===== config.mk =====
export PLATFORM = sky130hd
export DESIGN_NAME = hamming_tx_ctrl_flat
export DESIGN_NICKNAME = d
export VERILOG_FILES = /design/src/rtl/hamming_tx_ctrl_if.sv /design/src/rtl/hamming_tx_ctrl.sv /design/src/flat_wrapper.sv
export SDC_FILE = /design/constraint.sdc
export NUM_CORES = 1
export LEC_CHECK = 0
export ABC_AREA = 0
export BUFFER_PORTS_ARGS = -buffer_cell sky130_fd_sc_hd__buf_2
export CAP_MARGIN = 20
export CORE_ASPECT_RATIO = 0.9
export CORE_UTILIZATION = 48
export CTS_CLUSTER_SIZE = 14
export DETAILED_ROUTE_END_ITERATION = 10
export PLACE_DENSITY = 0.72
export SLEW_MARGIN = 30
export SYNTH_ARGS = -nofsm -noshare
export SYNTH_HDL_FRONTEND = slang
export SYNTH_SLANG_ARGS = --single-unit
export TNS_END_PERCENT = 100

===== constraint.sdc =====
create_clock -name clk -period 4.8 [get_ports clk]
set_input_delay 0.72 -clock clk [delete_from_list [all_inputs] [get_ports clk]]
set_output_delay 0.72 -clock clk [all_outputs]
set_load 0.01 [all_outputs]

===== src/rtl/hamming_tx_ctrl_if.sv =====
// hamming_tx_ctrl_if: serial-in, codeword and serial-out signals of hamming_tx_ctrl.
// The codeword is 16 bits when HAM_SECDED_EN is defined and 15 bits otherwise.
interface hamming_tx_ctrl_if;
`ifdef HAM_SECDED_EN
  localparam int W = 16;
`else
  localparam int W = 15;
`endif
  logic          shift;
  logic          sl_in;
  logic [10:0]   datall;
  logic          countfull;
  logic [W-1:0]  hammingout;
  logic          so_valid;
  logic          so_ready;
  logic          so_data;
  logic          so_last;
  logic          busy;
  logic          overrun;
  modport master (
    input  shift, sl_in, so_ready,
    output datall, countfull, hammingout, so_valid, so_data, so_last, busy, overrun
  );
  modport slave (
    output shift, sl_in, so_ready,
    input  datall, countfull, hammingout, so_valid, so_data, so_last, busy, overrun
  );
endinterface


===== src/rtl/hamming_tx_ctrl.sv =====
// hamming_tx_ctrl: collects 11 serial bits, encodes an 11->15 Hamming codeword and streams it out.
// Defining HAM_SECDED_EN adds an overall parity bit (16-bit codeword and frame).
module hamming_tx_ctrl (
  input  logic             clk,
  input  logic             RST,
  hamming_tx_ctrl_if.master bus
);
`ifdef HAM_SECDED_EN
  localparam int W = 16;
`else
  localparam int W = 15;
`endif
  typedef enum logic [1:0] {IDLE, COLLECT, ENCODE, SEND} state_t;
  state_t       state, state_n;
  logic [3:0]   cnt, cnt_n, idx, idx_n;
  logic [10:0]  datall, datall_n;
  logic [W-1:0] code, code_n;
  logic         countfull, countfull_n, valid, valid_n, sdata, sdata_n;
  logic         last, last_n, busy, busy_n, overrun, overrun_n;
  // Data d0..d10 sit at positions 3,5,6,7,9..15; code bit i-1 holds position i.
  function automatic logic [W-1:0] encode(input logic [10:0] d);
    logic [14:0] c;
    c = {d[10:4], ^d[10:4], d[3:1], ^{d[10:7], d[3:1]}, d[0],
         ^{d[10:9], d[6:5], d[3:2], d[0]},
         ^{d[10], d[8], d[6], d[4], d[3], d[1], d[0]}};
`ifdef HAM_SECDED_EN
    return {^c, c};
`else
    return c;
`endif
  endfunction
  always_ff @(posedge clk or negedge RST) begin
    if (!RST) begin
      state     <= IDLE;
      cnt       <= '0;
      idx       <= '0;
      datall    <= '0;
      code      <= '0;
      countfull <= 1'b0;
      valid     <= 1'b0;
      sdata     <= 1'b0;
      last      <= 1'b0;
      busy      <= 1'b0;
      overrun   <= 1'b0;
    end else begin
      state     <= state_n;
      cnt       <= cnt_n;
      idx       <= idx_n;
      datall    <= datall_n;
      code      <= code_n;
      countfull <= countfull_n;
      valid     <= valid_n;
      sdata     <= sdata_n;
      last      <= last_n;
      busy      <= busy_n;
      overrun   <= overrun_n;
    end
  end
  always_comb begin
    state_n     = state;
    cnt_n       = cnt;
    idx_n       = idx;
    datall_n    = datall;
    code_n      = code;
    countfull_n = 1'b0;
    valid_n     = valid;
    sdata_n     = sdata;
    last_n      = last;
    busy_n      = busy;
    overrun_n   = overrun | (bus.shift & (state == ENCODE || state == SEND));
    case (state)
      IDLE, COLLECT: begin
        if (bus.shift) begin
          datall_n = {datall[9:0], bus.sl_in};
          cnt_n    = cnt + 4'd1;
          state_n  = COLLECT;
          if (cnt == 4'd10) begin
            cnt_n       = '0;
            state_n     = ENCODE;
            countfull_n = 1'b1;
            busy_n      = 1'b1;
          end
        end
      end
      ENCODE: begin
        code_n  = encode(datall);
        state_n = SEND;
        valid_n = 1'b1;
        sdata_n = code_n[0];
        idx_n   = '0;
        last_n  = 1'b0;
      end
      default: begin
        if (bus.so_ready) begin
          if (last) begin
            state_n = IDLE;
            valid_n = 1'b0;
            sdata_n = 1'b0;
            last_n  = 1'b0;
            busy_n  = 1'b0;
            idx_n   = '0;
          end else begin
            idx_n   = idx + 4'd1;
            sdata_n = code[idx_n];
            last_n  = idx_n == 4'(W - 1);
          end
        end
      end
    endcase
  end
  assign bus.datall     = datall;
  assign bus.countfull  = countfull;
  assign bus.hammingout = code;
  assign bus.so_valid   = valid;
  assign bus.so_data    = sdata;
  assign bus.so_last    = last;
  assign bus.busy       = busy;
  assign bus.overrun    = overrun;
endmodule


===== src/flat_wrapper.sv =====
// flat-port wrapper written by rule: the top's interface ports become plain ports
module hamming_tx_ctrl_flat 
  (clk, RST, bus_shift, bus_sl_in, bus_so_ready, bus_datall, bus_countfull, bus_hammingout, bus_so_valid, bus_so_data, bus_so_last, bus_busy, bus_overrun);
  hamming_tx_ctrl_if bus_i ();
  input  logic clk;
  input  logic RST;
  input wire logic [$bits(bus_i.shift)-1:0] bus_shift;
  input wire logic [$bits(bus_i.sl_in)-1:0] bus_sl_in;
  input wire logic [$bits(bus_i.so_ready)-1:0] bus_so_ready;
  output wire logic [$bits(bus_i.datall)-1:0] bus_datall;
  output wire logic [$bits(bus_i.countfull)-1:0] bus_countfull;
  output wire logic [$bits(bus_i.hammingout)-1:0] bus_hammingout;
  output wire logic [$bits(bus_i.so_valid)-1:0] bus_so_valid;
  output wire logic [$bits(bus_i.so_data)-1:0] bus_so_data;
  output wire logic [$bits(bus_i.so_last)-1:0] bus_so_last;
  output wire logic [$bits(bus_i.busy)-1:0] bus_busy;
  output wire logic [$bits(bus_i.overrun)-1:0] bus_overrun;
  assign bus_i.shift = bus_shift;
  assign bus_i.sl_in = bus_sl_in;
  assign bus_i.so_ready = bus_so_ready;
  assign bus_datall = bus_i.datall;
  assign bus_countfull = bus_i.countfull;
  assign bus_hammingout = bus_i.hammingout;
  assign bus_so_valid = bus_i.so_valid;
  assign bus_so_data = bus_i.so_data;
  assign bus_so_last = bus_i.so_last;
  assign bus_busy = bus_i.busy;
  assign bus_overrun = bus_i.overrun;
  hamming_tx_ctrl u_core (.clk(clk), .RST(RST), .bus(bus_i));
endmodule

=== After elaboration in Yosys (flattened, before gate mapping) ===
Cells that the tools add are included.

* Multiplexer cells: 26
* Shifts and indexed selects: 0
* $mul: 0
* Add/sub/neg operators: 2
* Eq/ne operators: 7
* Bitwise logic cells: 4
* Magnitude comparators: 1
* Div/mod/pow operators: 0
* Reduce and logical (&&, ||, !) cells: 18

{| class="wikitable"
|+ Operators by type and width
! kind !! count
|-
| $reduce_xor A7 Y1 || 4
|-
| $mux W1 || 12
|-
| $mux W4 || 3
|-
| $add A4 B1 Y4 const B || 2
|-
| $eq A4 B4 Y1 const B || 2
|-
| $mux W2 || 4
|-
| $pmux W1 S2 || 4
|-
| $pmux W4 S2 || 1
|-
| $reduce_bool A2 Y1 || 4
|-
| $reduce_and A3 Y1 || 2
|-
| $reduce_bool A3 Y1 || 2
|-
| $lt A4 B5 Y1 const B || 1
|-
| $reduce_and A5 Y1 || 1
|-
| $bmux W1 S4 || 1
|-
| $eq A2 B2 Y1 const B || 2
|-
| $pmux W2 S2 || 1
|-
| $reduce_and A2 Y1 || 2
|-
| $eq A2 B1 Y1 const B || 1
|-
| $logic_not A2 Y1 || 1
|-
| $ne A2 B1 Y1 const B || 1
|-
| $ne A2 B2 Y1 const B || 1
|-
| $not A1 Y1 || 2
|-
| $reduce_or A2 Y1 || 1
|-
| $and A1 B1 Y1 || 1
|-
| 2 further kinds || 2
|}

* Bits in latches: 0
* Bits of input ports: 5
* Logic and storage cells: 69
* Memory bits (writable): 0
* Memories: 0
* Output and inout port bits: 32
* Register bits after elaboration: 42
* ROM bits: 0

=== Longest topological paths before layout ===
* Depth after elaboration: 6
* Mapped depth: 6
* Gate-level depth less buffers: 6

=== Worst setup path after synthesis ===
No wires, ideal clock.

* Kind: flip-flop to flip-flop
* Start point: register u_core.idx[0]
* End point: register u_core.sdata, in the netlist u_core.bus.so_data
* Path buffers: 1
* Library setup time: 129 ps
* Path slack: 3132 ps
* Stages on the path, launching flop included: 6
* Period minus slack after synthesis: 1668 ps
* Arrival time: 1539 ps
* Data required time: 4671 ps
* Cell sequence: dfrtp_1 buf_6 mux4_1 mux2i_1 nor3_1 a2111o_1

* Word-level cells in the longest chain between the ends: 6

{| class="wikitable"
|+ RTL lines
! what !! RTL line !! text
|-
| start: declaration || hamming_tx_ctrl.sv:15 || <nowiki>logic [3:0] cnt, cnt_n, idx, idx_n;</nowiki>
|-
| start signal: assignment || hamming_tx_ctrl.sv:48 || <nowiki>idx <= idx_n;</nowiki>
|-
| $add A4 B1 Y4 || hamming_tx_ctrl.sv:103 || <nowiki>idx_n = idx + 4'd1;</nowiki>
|-
| $bmux W1 S4 || hamming_tx_ctrl.sv:104 || <nowiki>sdata_n = code[idx_n];</nowiki>
|-
| $mux W1 (implied by the code) || hamming_tx_ctrl.sv:104 ||
|-
| $mux W1 || hamming_tx_ctrl.sv:95 || <nowiki>if (last) begin</nowiki>
|-
| $mux W1 || hamming_tx_ctrl.sv:94 || <nowiki>if (bus.so_ready) begin</nowiki>
|-
| $pmux W1 S2 || hamming_tx_ctrl.sv:71 || <nowiki>case (state)</nowiki>
|-
| end signal: assignment || hamming_tx_ctrl.sv:53 || <nowiki>sdata <= sdata_n;</nowiki>
|-
| end: declaration || hamming_tx_ctrl.sv:18 || <nowiki>logic countfull, countfull_n, valid, valid_n, sdata, sdata_n;</nowiki>
|}

Every way passes these cells. The select of a mux whose other input is x is not followed.
A chain may end at the register's enable or synchronous reset.

=== Worst setup path after layout ===
Ends and elaborated chain as after synthesis.

==> impl_metrics.tcl <==
set metrics [dict create \
    cts_resized 0 \
    ys_async_sr_fraction_pct 100 \
    power.total_mw 1.71 \
    grtUsageTotal_pct 18.8 \
    fin_crit_sh_pct 42.5 \
    hold_viol 0 \
    synth.area.top_cells "dfrtp_1 (50%), mux2_1 (12%), xnor2_1 (5.5%), mux4_1 (2.5%), nand2_1 (2.5%)" \
    worstSkewPairLatency_ns 0.28 \
    antenna_found_initial 0 \
    path_buf_inv 0 \
    num_rows 22 \
    fin_ws_ns 2.76 \
    slowest_delay_ns 0.60 \
    p_leak_nw 1.19 \
    portBuffers 36 \
    critPathRequiredTime_ns 4.97 \
    num_vias 1410 \
    post_cts_buffers 0 \
    via_per_inst 5.60 \
    synth-seq-cells 42 \
    ys.warnings.count 0 \
    yosys.area.top_type_share_pct 50.3 \
    cap_viol_max_count 0 \
    path_cells "ha_1, xor2_1, mux4_2, nor3b_1, a2111o_1" \
    stdcell_area_mm2 0.00237 \
    cts.path.max_buffers 2 \
    drt-total-wl_mm 4.03 \
    first_pass_iters 4 \
    path_depth 5 \
    rsz0062_at_grt "no" \
    synth-main-ff-cell "dfrtp_1" \
    gp_congestion 0.801 \
    grt_pass1_vias 1354 \
    pre_cts_slack_ns 2.81 \
    cts_tree "yes" \
    cp-start-kind "register" \
    crit_arrival_ns 2.20 \
    start_util_pct 50.6 \
    report.final.slew_viol_count 0 \
    layout-drive-gt1-share_pct 23.5 \
    synth_edf_count 0 \
    critPathTopFamily "flip-flops" \
    grt_overflow 0 \
    ant_nets 0 \
    wl_per_cell_um 16.0 \
    cts_buffers 5 \
    slew_headroom_pct 47.5 \
    synth-seq-area-share_pct 50.3 \
    netlist.top_cell.by_area "dfrtp_1" \
    die_h_um 64.6 \
    cellPowerDensity_mw_per_mm2 724 \
    detailed_place_hpwl_mm 2.94 \
    fmax_mhz 490 \
    n_antenna_cell 0 \
    coreArea_mm2 0.00413 \
    fin_tns_setup_ns 0 \
    area_growth_pct 13.4 \
    cp-end-kind "register" \
    synth_cells 166 \
    drt_iter0_drc 94 \
    path_clk_slew_ns 0.07 \
    syn_nets 173 \
    die_area_mm2 0.00462 \
    fin_skew_ns 0.00396 \
    die_w_um 71.5 \
    syn_area_per_cell_um2 12.6 \
    cts_root_buffer "clkbuf_8" \
    placed_area_mm2 0.00229 \
    holdBufCountCts 0 \
    cp_slowest_cell "dfrtp_1" \
    drc 0 \
    grt_pass1_wl_mm 6.65 \
    holdCritPathClass "in2async" \
    ir_drop_mv 0.485 \
    whs_ns 0.408 \
    tightestPinTransition_ns 0.785 \
    cts_sinks 42 \
    critPathMaxFanout 10 \
    reg2regPathDepth 5 \
    setup_viol 0 \
    yosysUniqueCellTypes 38 \
    htree_levels 2 \
    path_class "reg2reg" \
    synth_common_cells "dfrtp_1 (42), mux2_1 (22), nand2_1 (14)" \
    syn_area_mm2 0.00209 \
    synth_most_common_cell "dfrtp_1" \
    final_nets 211 \
    top_level_ports 37 \
    fin_crit_ns 2.04 \
    grt_max_degree 43 \
    status "finished clean" \
]
flip-flops by register name, summed over array words and instances, names as in the netlist:
| name | count |
|---|---|
| u_core.bus.so_data | 1 |
| u_core.bus.datall | 11 |
| u_core.bus.hammingout | 15 |
| u_core.bus.countfull | 1 |
| u_core.bus.so_last | 1 |
| u_core.cnt | 4 |
| u_core.idx | 4 |
| u_core.state | 2 |
| u_core.bus.busy | 1 |
| u_core.bus.overrun | 1 |
| u_core.bus.so_valid | 1 |
kinds of logic after synthesis:
kind of cell,share of synthesized area [%]
flip-flops,50.3
XOR/XNOR,10.6
buffers and inverters,3.17
multiplexers,17.9
adder cells (fa/ha/maj),1.20
AND/OR/NAND/NOR,9.17
AO/OA/AOI/OAI,7.67
final timing paths:
kind / from / end / slack, ns
max in group asynchronous: RST / u_core.bus.hammingout[12]$_DFFE_PN0P_ / 4.02
worst max-delay path: u_core.idx[0]$_DFFE_PN0P_ / u_core.bus.so_data$_DFFE_PN0P_ / 2.76
worst max register to register: u_core.idx[0]$_DFFE_PN0P_ / u_core.bus.so_data$_DFFE_PN0P_ / 2.76
min in group clk: u_core.bus.overrun$_DFF_PN0_ / u_core.bus.overrun$_DFF_PN0_ / 0.46
worst min register to register: u_core.bus.overrun$_DFF_PN0_ / u_core.bus.overrun$_DFF_PN0_ / 0.46
worst min-delay path: RST / u_core.bus.datall[9]$_DFFE_PN0P_ / 0.41
metal layers:
layer	GRT usage, %	share of wire, %	vias up
li1	-	-	663
met1	26.0	49	719
met2	30.5	48	26
met3	3.73	3.0	2
met4	5.15	0.47	0
met5	0	0	-
final cells by class:
type / instances / area (um2)
fillers: 345 / 1760
flip-flops and latches: 42 / 1050
well taps: 48 / 60.1
multi-input cells: 113 / 971
repair buffers: 37 / 190
clock buffers: 7 / 76.3
inverters: 5 / 18.8
report_power, final:
part / leakage [nW] / switching (mW) / total, mW / internal, mW
logic: 0.643 / 0.365 / 0.811 / 0.446
registers: 0.512 / 0.194 / 0.695 / 0.501
clock network: 0.0383 / 0.108 / 0.208 / 0.100
total: 1.19 / 0.667 / 1.71 / 1.05
cells in the final DEF (no fill, tap or decap), drive strengths merged, types with 2 or more instances in the layout:
cell type and count:
buf 37, nand3 5, o21ai 10, mux2 22
xnor2 14, ha 2, dfrtp 42, mux4 3
clkbuf 7, and3b 3, inv 5, nor2 5
a21o 3, nor2b 3, xor2 4, a22o 2
a21oi 4, mux2i 5, o22ai 2, nand2 15
xnor3 2
stage by stage:
stage,cells,util [%]
floorplan,166,-
global placement,245,55.4
detailed placement,245,55.4
CTS,252,57.3
global route,252,57.3
finish,252,57.3
(Power assumes the default switching activity.)
